<file path="config.mk">
export PLATFORM = sky130hd
export DESIGN_NAME = icache_refill_ctrl
export DESIGN_NICKNAME = d
export VERILOG_FILES = /design/src/rtl/icache_refill_ctrl.sv
export SDC_FILE = /design/constraint.sdc
export NUM_CORES = 1
export LEC_CHECK = 0
export CORE_AREA = 2 2 132 134
export CTS_CLUSTER_DIAMETER = 50
export CTS_CLUSTER_SIZE = 24
export DETAILED_ROUTE_END_ITERATION = 7
export DIE_AREA = 0 0 134 136
export SLEW_MARGIN = 30
export SYNTH_ARGS = -nofsm -noshare
export SYNTH_HDL_FRONTEND = slang
export SYNTH_SLANG_ARGS = --single-unit
export TNS_END_PERCENT = 50
</file>
<file path="constraint.sdc">
create_clock -name i_clk -period 3.1 [get_ports i_clk]
set_input_delay 0.93 -clock i_clk [delete_from_list [all_inputs] [get_ports i_clk]]
set_output_delay 0.93 -clock i_clk [all_outputs]
set_load 0.02 [all_outputs]
</file>
<file path="src/rtl/icache_refill_ctrl.sv">
// Icache miss/refill sequencer: stalls fetch on a tag miss, reads one line, writes it into the
// victim way, then pulses tag_refresh. Optional perf counters under `ifdef ICACHE_PERF_EN.
module icache_refill_ctrl #(
  parameter int ADDR_W     = 64,
  parameter int DATA_W     = 64,
  parameter int OFFSET_W   = 3,
  parameter int LINE_BEATS = 1
) (
  input  logic              i_clk,
  input  logic              i_rst,
  input  logic              i_if_req,
  input  logic [ADDR_W-1:0] i_if_addr,
  input  logic              i_flush,
  input  logic              i_tag_miss,
  input  logic              i_tag_lru,
  output logic              o_tag_refresh,
  output logic              o_tag_addr_sel,
  output logic [ADDR_W-1:0] o_miss_addr,
  output logic              o_stallreq,
  output logic              o_mem_req,
  output logic [ADDR_W-1:0] o_mem_addr,
  input  logic              i_mem_gnt,
  input  logic              i_mem_rvalid,
  input  logic [DATA_W-1:0] i_mem_rdata,
  output logic [1:0]        o_data_we,
  output logic [2:0]        o_data_beat,
  output logic [DATA_W-1:0] o_data_wdata
`ifdef ICACHE_PERF_EN
  ,
  output logic [31:0]       o_perf_hit,
  output logic [31:0]       o_perf_miss
`endif
);

  typedef enum logic [2:0] {S_IDLE, S_REQ, S_RECV, S_REFILL, S_DRAIN} state_t;

  localparam logic [2:0] LAST_BEAT = 3'(LINE_BEATS - 1);

  state_t            r_state, w_next;
  logic [ADDR_W-1:0] r_miss_addr;
  logic              r_victim;
  logic [2:0]        r_beat;
  logic              w_miss, w_last, w_beat_inc;

  assign w_miss       = i_if_req & i_tag_miss & ~i_flush;
  assign w_last       = (r_beat == LAST_BEAT);
  assign o_miss_addr  = r_miss_addr;
  assign o_mem_addr   = r_miss_addr;
  assign o_data_wdata = i_mem_rdata;

  always_comb begin
    w_next         = r_state;
    w_beat_inc     = 1'b0;
    o_tag_refresh  = 1'b0;
    o_tag_addr_sel = 1'b0;
    o_stallreq     = 1'b0;
    o_mem_req      = 1'b0;
    o_data_we      = 2'b00;
    o_data_beat    = 3'd0;
    case (r_state)
      S_IDLE: begin
        o_stallreq = w_miss;
        if (w_miss) w_next = S_REQ;
      end
      S_REQ: begin
        o_mem_req      = 1'b1;
        o_stallreq     = 1'b1;
        o_tag_addr_sel = 1'b1;
        if (i_mem_gnt)    w_next = i_flush ? S_DRAIN : S_RECV;
        else if (i_flush) w_next = S_IDLE;
      end
      S_RECV: begin
        o_stallreq     = 1'b1;
        o_tag_addr_sel = 1'b1;
        o_data_beat    = r_beat;
        if (i_mem_rvalid) begin
          w_beat_inc = 1'b1;
          // A beat coinciding with flush is counted but not written.
          if (!i_flush) o_data_we = r_victim ? 2'b10 : 2'b01;
          if (w_last)       w_next = i_flush ? S_IDLE : S_REFILL;
          else if (i_flush) w_next = S_DRAIN;
        end else if (i_flush) begin
          w_next = S_DRAIN;
        end
      end
      S_REFILL: begin
        o_tag_refresh  = 1'b1;
        o_tag_addr_sel = 1'b1;
        o_stallreq     = 1'b1;
        w_next         = S_IDLE;
      end
      S_DRAIN: begin
        o_stallreq = 1'b1;
        if (i_mem_rvalid) begin
          w_beat_inc = 1'b1;
          if (w_last) w_next = S_IDLE;
        end
      end
      default: w_next = S_IDLE;
    endcase
  end

  always_ff @(posedge i_clk or posedge i_rst) begin
    if (i_rst) begin
      r_state     <= S_IDLE;
      r_miss_addr <= '0;
      r_victim    <= 1'b0;
      r_beat      <= 3'd0;
    end else begin
      r_state <= w_next;
      if (r_state == S_IDLE && w_miss) begin
        r_miss_addr <= {i_if_addr[ADDR_W-1:OFFSET_W], OFFSET_W'(0)};
        r_victim    <= i_tag_lru;
      end
      if (r_state == S_REQ) r_beat <= 3'd0;
      else if (w_beat_inc)  r_beat <= r_beat + 3'd1;
    end
  end

`ifdef ICACHE_PERF_EN
  logic w_hit;
  assign w_hit = (r_state == S_IDLE) & i_if_req & ~i_tag_miss & ~i_flush;

  always_ff @(posedge i_clk or posedge i_rst) begin
    if (i_rst) begin
      o_perf_hit  <= '0;
      o_perf_miss <= '0;
    end else begin
      if (w_hit && o_perf_hit != 32'hFFFF_FFFF)                       o_perf_hit  <= o_perf_hit + 32'd1;
      if (r_state == S_IDLE && w_miss && o_perf_miss != 32'hFFFF_FFFF) o_perf_miss <= o_perf_miss + 32'd1;
    end
  end
`endif

endmodule

</file>
==> results of run 1 <==
[report_power, final]
group,internal [mW],switching (mW),leakage [nW],total (mW)
Combinational,1.68,1.35,1.55,3.03
Clock,0.639,0.347,0.140,0.986
Sequential,1.25,0.333,0.809,1.58
Total,3.56,2.03,2.50,5.59
[layout by cell type, fill, tap and decap left out]
| cell type | count |
|---|---|
| clkbuf_2 | 2 |
| o21ai_0 | 3 |
| buf_12 | 1 |
| nand2_1 | 4 |
| clkinv_2 | 1 |
| clkdlybuf4s15_1 | 1 |
| and4b_1 | 1 |
| and4bb_2 | 1 |
| clkbuf_8 | 1 |
| dfrtp_1 | 68 |
| clkdlybuf4s50_1 | 196 |
| a211oi_1 | 2 |
| inv_1 | 4 |
| mux2_4 | 59 |
| o31ai_1 | 1 |
| nor3b_1 | 1 |
| mux2_2 | 4 |
| a31oi_1 | 1 |
| nor2_4 | 2 |
| nand4_4 | 1 |
| clkbuf_16 | 9 |
| nand3_1 | 2 |
| and2_1 | 3 |
| nor2b_1 | 3 |
| clkbuf_1 | 3 |
| conb_1 | 6 |
| nor3_1 | 1 |
| inv_2 | 1 |
| xor2_1 | 2 |
| a32oi_1 | 1 |
| ha_1 | 2 |
| bufinv_16 | 1 |
| and3b_1 | 2 |
| nor2_1 | 5 |
| a21boi_0 | 1 |
| buf_4 | 8 |
| a32o_1 | 1 |
| a21oi_1 | 3 |
[state kept, by name (all words and copies together) (netlist names)]
signal      cells
r_state         3
o_mem_addr     61
r_beat          3
r_victim        1
[cell families (layout without fill, tap and decap cells)]
logic type               after synthesis  in the layout  share of synthesized area [%]
XOR/XNOR                               2              2                          0.435
multiplexers                          63             63                           23.1
buffers and inverters                145            228                           27.0
adder cells (fa/ha/maj)                2              2                          0.621
other                                  1              6                         0.0931
flip-flops                            68             68                           42.2
AO/OA/AOI/OAI                         13             13                           2.11
AND/OR/NAND/NOR                       26             26                           4.41
[synthesized netlist by cell type, drive strengths merged (3+ instances only)]
library cell / n
buf: 139
dfrtp: 68
mux2: 63
nor2: 7
inv: 5
nand2: 4
a21oi: 3
and2: 3
nor2b: 3
o21ai: 3
[what timing repair did]
item                       in CTS  in global routing
gates resized for setup         5                  3
setup endpoints to repair       3                  3
pin swaps                       0                  0
[metrics by stage]
| step | area, µm² | setup slack, ps |
|---|---|---|
| 2_1_floorplan | 4050 | 458 |
| 3_3_place_gp | 5330 | -306 |
| 3_5_place_dp | 5330 | -309 |
| 4_1_cts | 5620 | -7.42 |
| 5_1_grt | 5610 | 14.8 |
| 6_report | 5610 | 89.6 |
[final cells by class]
cell class                 count  share of cell area (%)
timing repair buffer         208                    36.8
sequential                    68                    30.3
clock buffer                  13                    4.46
tap                          225                    5.02
multi-input combinational    112                    22.4
inverter                       5                   0.335
clock inverter                 2                   0.625
[critical path, cell delays in order]
cell and delay [ps]:
clkdlybuf4s50_1 460, nor2_4 180, nand4_4 110, nand2_1 80, clkdlybuf4s15_1 320
[final timing paths]
check / from / end / slack, ps / cells after the start
setup / recovery: i_flush / o_stallreq / 90 / 5
hold / removal: o_mem_addr[47] / o_mem_addr[47] / 540 / 1
setup reg to reg: r_state[2] / o_mem_addr[56] / 1010 / 5
hold reg to reg: o_mem_addr[47] / o_mem_addr[47] / 540 / 1
max in group asynchronous: i_rst / o_mem_addr[40] / 1520 / 3
min in group asynchronous: i_rst / o_mem_addr[57] / 940 / 2
[layer usage]
| layer | share of wire (%) | global-route usage (%) |
|---|---|---|
| met2 | 51 | 16.0 |
| met4 | 2.7 | 4.85 |
| met5 | 0 | 0 |
| met3 | 7.8 | 3.73 |
| met1 | 39 | 11.0 |
==> impl_metrics.env, run 1 <==
export IMPL_slew_viol_final=0
export IMPL_dieWidth_um=134
export IMPL_synth_ff_type="dfrtp_1"
export IMPL_final_layout_size_suffix_gt1_share_pct=22.3
export IMPL_overflow=0
export IMPL_dp_hpwl_um=7010
export IMPL_grt_pass1_wl_um=13800
export IMPL_hold_buffers=0
export IMPL_antenna_found_initial=0
export IMPL_grt_max_degree=50
export IMPL_syn_inst=320
export IMPL_rsz0062_at_grt="false"
export IMPL_fillCellCount=1688
export IMPL_ys_seq_area_share_pct=42.2
export IMPL_post_route_util_pct=33.2
export IMPL_critPathRequiredTime_ps=2170
export IMPL_slew_limit_headroom_pct=45.7
export IMPL_clock_latency_ps=320
export IMPL_vias_per_cell=3.88
export IMPL_grt_pass1_vias=2494
export IMPL_fin_cells=633
export IMPL_grt_usage_pct=9.73
export IMPL_cts_tree="done"
export IMPL_p_total_mw=5.59
export IMPL_syn_to_final_growth_pct=39.2
export IMPL_io_buffers=199
export IMPL_multi_input_area_um2=1260
export IMPL_period_share_pct=97.1
export IMPL_worst_slew_pin_slew_ps=814
export IMPL_power_leakage_nw=2.50
export IMPL_dieArea_um2=18200
export IMPL_whs_ps=535
export IMPL_ant_nets=0
export IMPL_rows=48
export IMPL_clkTransAtPathRegs_ps=50
export IMPL_drt_initial_drc_count=61
export IMPL_critPathKind="primary input to output pin"
export IMPL_async_flop_share_pct=100
export IMPL_placed_cells=618
export IMPL_final_nets=542
export IMPL_ys_seq_elements=68
export IMPL_cts_root_buf="clkbuf_16"
export IMPL_seq_area_um2=1700
export IMPL_fin_skew_ps=8.42
export IMPL_ys_warnings_count=0
export IMPL_synth_area_leaders="dfrtp_1 42%, buf_4 25%, mux2_4 22%"
export IMPL_wl_per_cell_um=14.5
export IMPL_end_kind="output pin"
export IMPL_status="complete, no violations"
export IMPL_initial_utilization_pct=23.9
export IMPL_startpoint_type="primary input"
export IMPL_worst_hold_path_type="flip-flop to flip-flop"
export IMPL_gp_congestion=0.729
export IMPL_syn_avg_cell_area_um2=12.6
export IMPL_worstPathMaxFanout=3
export IMPL_setup_tns_ps=0
export IMPL_synth_cell_area_um2=4030
export IMPL_min_period_ps=3010
export IMPL_cap_viol_max_count=0
export IMPL_core_um2=16900
export IMPL_htree_levels=3
export IMPL_drtPass1Iterations=3
export IMPL_clk_path_buf_depth=2
export IMPL_vias=2458
export IMPL_fmax_ghz=0.332
export IMPL_synthDistinctLibCells=31
export IMPL_post_cts_setup_buffers=0
export IMPL_remaining_drc_errors=0
export IMPL_io_pins=337
export IMPL_cts_buffers=9
export IMPL_drt_total_wl_um=9160
export IMPL_die_y_um=136
export IMPL_p_per_area_nw_per_um2=997
export IMPL_setup_viol=0
export IMPL_cts_sinks=68
export IMPL_synth_edf_count=0
export IMPL_yosysTopAreaCell="dfrtp_1"
export IMPL_arrival_ps=2080
export IMPL_netlist_area_leader_share_pct=42.2
export IMPL_vdd_drop_max_mv=0.355
export IMPL_hold_viol_final=0
export IMPL_antenna_cells=0
Note: power is estimated with default switching activity, not from simulation.
==> run 2, diff against run 1 <==
--- a/config.mk
+++ b/config.mk
@@ -5,11 +5,12 @@
 export SDC_FILE = /design/constraint.sdc
 export NUM_CORES = 1
 export LEC_CHECK = 0
-export CORE_AREA = 2 2 132 134
+export ABC_AREA = 1
+export CORE_AREA = 2 2 131 133
 export CTS_CLUSTER_DIAMETER = 50
 export CTS_CLUSTER_SIZE = 24
 export DETAILED_ROUTE_END_ITERATION = 7
-export DIE_AREA = 0 0 134 136
+export DIE_AREA = 0 0 133 135
 export SLEW_MARGIN = 30
 export SYNTH_ARGS = -nofsm -noshare
 export SYNTH_HDL_FRONTEND = slang
==> run 2 against run 1 <==
Against the previous run:
- routed wire length is 1.3% higher
- critical path depth stayed put
- utilization hardly changed
- sequential power is 4% higher
- clock skew is 0.97 ps lower
- synthesized cell count is 44% higher
- global-route usage is 0.71 points higher
- hold slack worse by 27 ps
- setup slack worse by 9.6 ps
- combinational power is 6% higher
==> impl_metrics.env, run 2 <==
export IMPL_synthDistinctLibCells=21
export IMPL_worstPathMaxFanout=3
export IMPL_syn_avg_cell_area_um2=8.39
export IMPL_critPathKind="primary input to output pin"
export IMPL_pre_cts_slack_ps=-436
export IMPL_path_cells="clkdlybuf4s50_1 > nor2_1 > inv_1 > nor3_1 > dlygate4sd1_1"
export IMPL_hold_buffers=0
export IMPL_final_layout_size_suffix_gt1_share_pct=5.88
export IMPL_use_met1_pct=12.4
export IMPL_vias_per_cell=3.75
export IMPL_synth_cell_area_um2=3870
export IMPL_remaining_drc_errors=0
export IMPL_wl_per_cell_um=12.1
export IMPL_slew_limit_headroom_pct=57.5
export IMPL_ys_seq_area_share_pct=43.9
export IMPL_syn_inst=462
export IMPL_post_route_util_pct=33.2
export IMPL_grt_util_met2_pct=15.7
export IMPL_antenna_found_initial=0
export IMPL_drt_total_wl_um=9270
export IMPL_clk_path_buf_depth=2
export IMPL_crit_start="i_flush"
export IMPL_io_buffers=199
export IMPL_cts_buffers=9
export IMPL_grt_max_degree=69
export IMPL_period_share_pct=97.4
export IMPL_yosysTopAreaCell="dfrtp_1"
export IMPL_dieArea_um2=18000
export IMPL_syn_to_final_growth_pct=40.7
export IMPL_worst_hold_path_type="flip-flop to flip-flop"
export IMPL_initial_utilization_pct=23.6
export IMPL_fin_ws_ps=79.9
export IMPL_grt_usage_pct=10.4
export IMPL_worst_slew_pin_slew_ps=637
export IMPL_end_kind="output pin"
export IMPL_core_um2=16400
export IMPL_min_period_ps=3020
export IMPL_setup_viol=0
export IMPL_synth_edf_count=0
export IMPL_busiest_layer="met2"
export IMPL_p_per_area_nw_per_um2=1090
export IMPL_arrival_ps=2090
export IMPL_gr_usage_met3_pct=4.65
export IMPL_async_flop_share_pct=100
export IMPL_fmax_ghz=0.331
export IMPL_die_y_um=135
export IMPL_crit_slowest_cell="clkdlybuf4s50_1"
export IMPL_cts_root_buf="clkbuf_16"
export IMPL_grt_pass1_vias=2681
export IMPL_r2r_start="r_state[2]"
export IMPL_final_common_cell="clkdlybuf4s50_1"
export IMPL_vdd_drop_max_mv=0.359
export IMPL_critPathRequiredTime_ps=2170
export IMPL_netlist_area_leader_share_pct=43.9
export IMPL_dieWidth_um=133
export IMPL_hold_viol_final=0
export IMPL_whs_ps=509
export IMPL_ys_warnings_count=0
export IMPL_drtPass1Iterations=4
export IMPL_gp_congestion=0.752
export IMPL_synth_ff_type="dfrtp_1"
export IMPL_cap_viol_max_count=0
export IMPL_final_nets=677
export IMPL_post_cts_setup_buffers=0
export IMPL_synthTopCellsByCount="131 x buf_4, 79 x nand2_1, 73 x inv_1, 68 x dfrtp_1, 47 x o21ai_1"
export IMPL_drt_initial_drc_count=138
export IMPL_final_cell_mix="196 x clkdlybuf4s50_1, 79 x nand2_1, 72 x inv_1, 68 x dfrtp_1, 47 x o21ai_1"
export IMPL_grt_pass1_wl_um=14400
export IMPL_fin_skew_ps=7.45
export IMPL_clkTransAtPathRegs_ps=60
export IMPL_synth_area_leaders="dfrtp_1 44%, buf_4 25%, nand2_1 7.7%"
export IMPL_power_leakage_nw=2.58
export IMPL_startpoint_type="primary input"
export IMPL_ys_seq_elements=68
export IMPL_synth_most_common_cell="buf_4"
export IMPL_htree_levels=3
export IMPL_slowest_delay_ps=450
export IMPL_cts_sinks=68
export IMPL_antenna_cells=0
export IMPL_status="complete, no violations"
export IMPL_worst_hold_startpoint="o_mem_addr[37]"
export IMPL_rows=47
export IMPL_clock_latency_ps=330
export IMPL_rsz0062_at_grt="false"
export IMPL_largest_reg_flops=61
export IMPL_io_pins=337
export IMPL_vias=2864
export IMPL_dp_hpwl_um=6920
export IMPL_ant_nets=0
export IMPL_slew_viol_final=0
export IMPL_cts_tree="done"
export IMPL_overflow=0
-- run 2: changes by cell type in the layout (fill, tap and decap cells not counted), sizes merged, moves of 3 or more --
| cell | delta |
|---|---|
| nand2 | +76 |
| inv | +68 |
| mux2 | -63 |
| o21ai | +63 |
| nor2 | +6 |
| clkbuf | -4 |
| nand3 | +4 |
| and2 | -3 |
| nor2b | -3 |
-- run 2: logic make-up (layout without fill, tap and decap cells) --
group	count (synthesis)	count (layout)	synth area share, %
DFF	68	68	43.9
AOI/OAI and AO/OA	68	68	9.07
other	1	6	0.0968
buffers and inverters	218	295	35.3
and+or+nand+nor	104	104	10.8
xor gates and xnor gates	1	1	0.226
adders and majority gates	2	2	0.646
-- run 2: power by group --
group	leakage (nW)	internal, mW	switching (mW)
clock	0.149	0.704	0.389
combinational	1.58	1.57	1.64
sequential	0.852	1.29	0.354
total	2.58	3.57	2.38
-- run 2: worst paths after layout --
check / to / slack [ps] / cells past startpoint
worst min-delay path: o_mem_addr[37] / 510 / 2
worst max-delay path: o_data_we[0] / 80 / 5
worst max register to register: o_mem_addr[62] / 920 / 7
worst min register to register: o_mem_addr[37] / 510 / 2
max in group asynchronous: o_mem_addr[5] / 1790 / 3
min in group asynchronous: o_mem_addr[41] / 1010 / 3
-- run 2: cell type report --
| type | count | area (µm²) |
|---|---|---|
| Clock inverter | 6 | 88.8 |
| Sequential cell | 68 | 1700 |
| Clock buffer | 10 | 229 |
| Inverter | 73 | 274 |
| Fill cell | 1702 | 11000 |
| Multi-Input combinational cell | 181 | 833 |
| Tap cell | 220 | 275 |
| Timing Repair Buffer | 206 | 2050 |
-- run 2: critical path: cells and delay by family --
kind | cells | cell delay (ps)
buffers and inverters | 3 | 860
and+or+nand+nor | 2 | 300
-- run 2: what timing repair did --
action | 4_1_cts | 5_1_grt
endpoints found under the setup margin | 3 | 3
resized for setup | 8 | 5
hold endpoints to repair | 0 | 0
-- run 2: layer usage --
layer	wire (µm)	up-vias
li1	-	1418
met1	3850	1257
met2	4220	153
met3	859	36
met4	341	0
met5	0	-
-- run 2: per-stage QoR --
stage / area (µm²) / std cells / power [mW] / TNS [ps]
5_1_grt: 5450 / 764 / 6.31 / 0
4_1_cts: 5450 / 764 / 6.06 / 0
3_5_place_dp: 5140 / 748 / 4.92 / -5000
6_report: 5450 / 764 / 5.95 / 0
2_1_floorplan: 3890 / 467 / 3.76 / 0
3_3_place_gp: 5140 / 748 / 4.88 / -3580
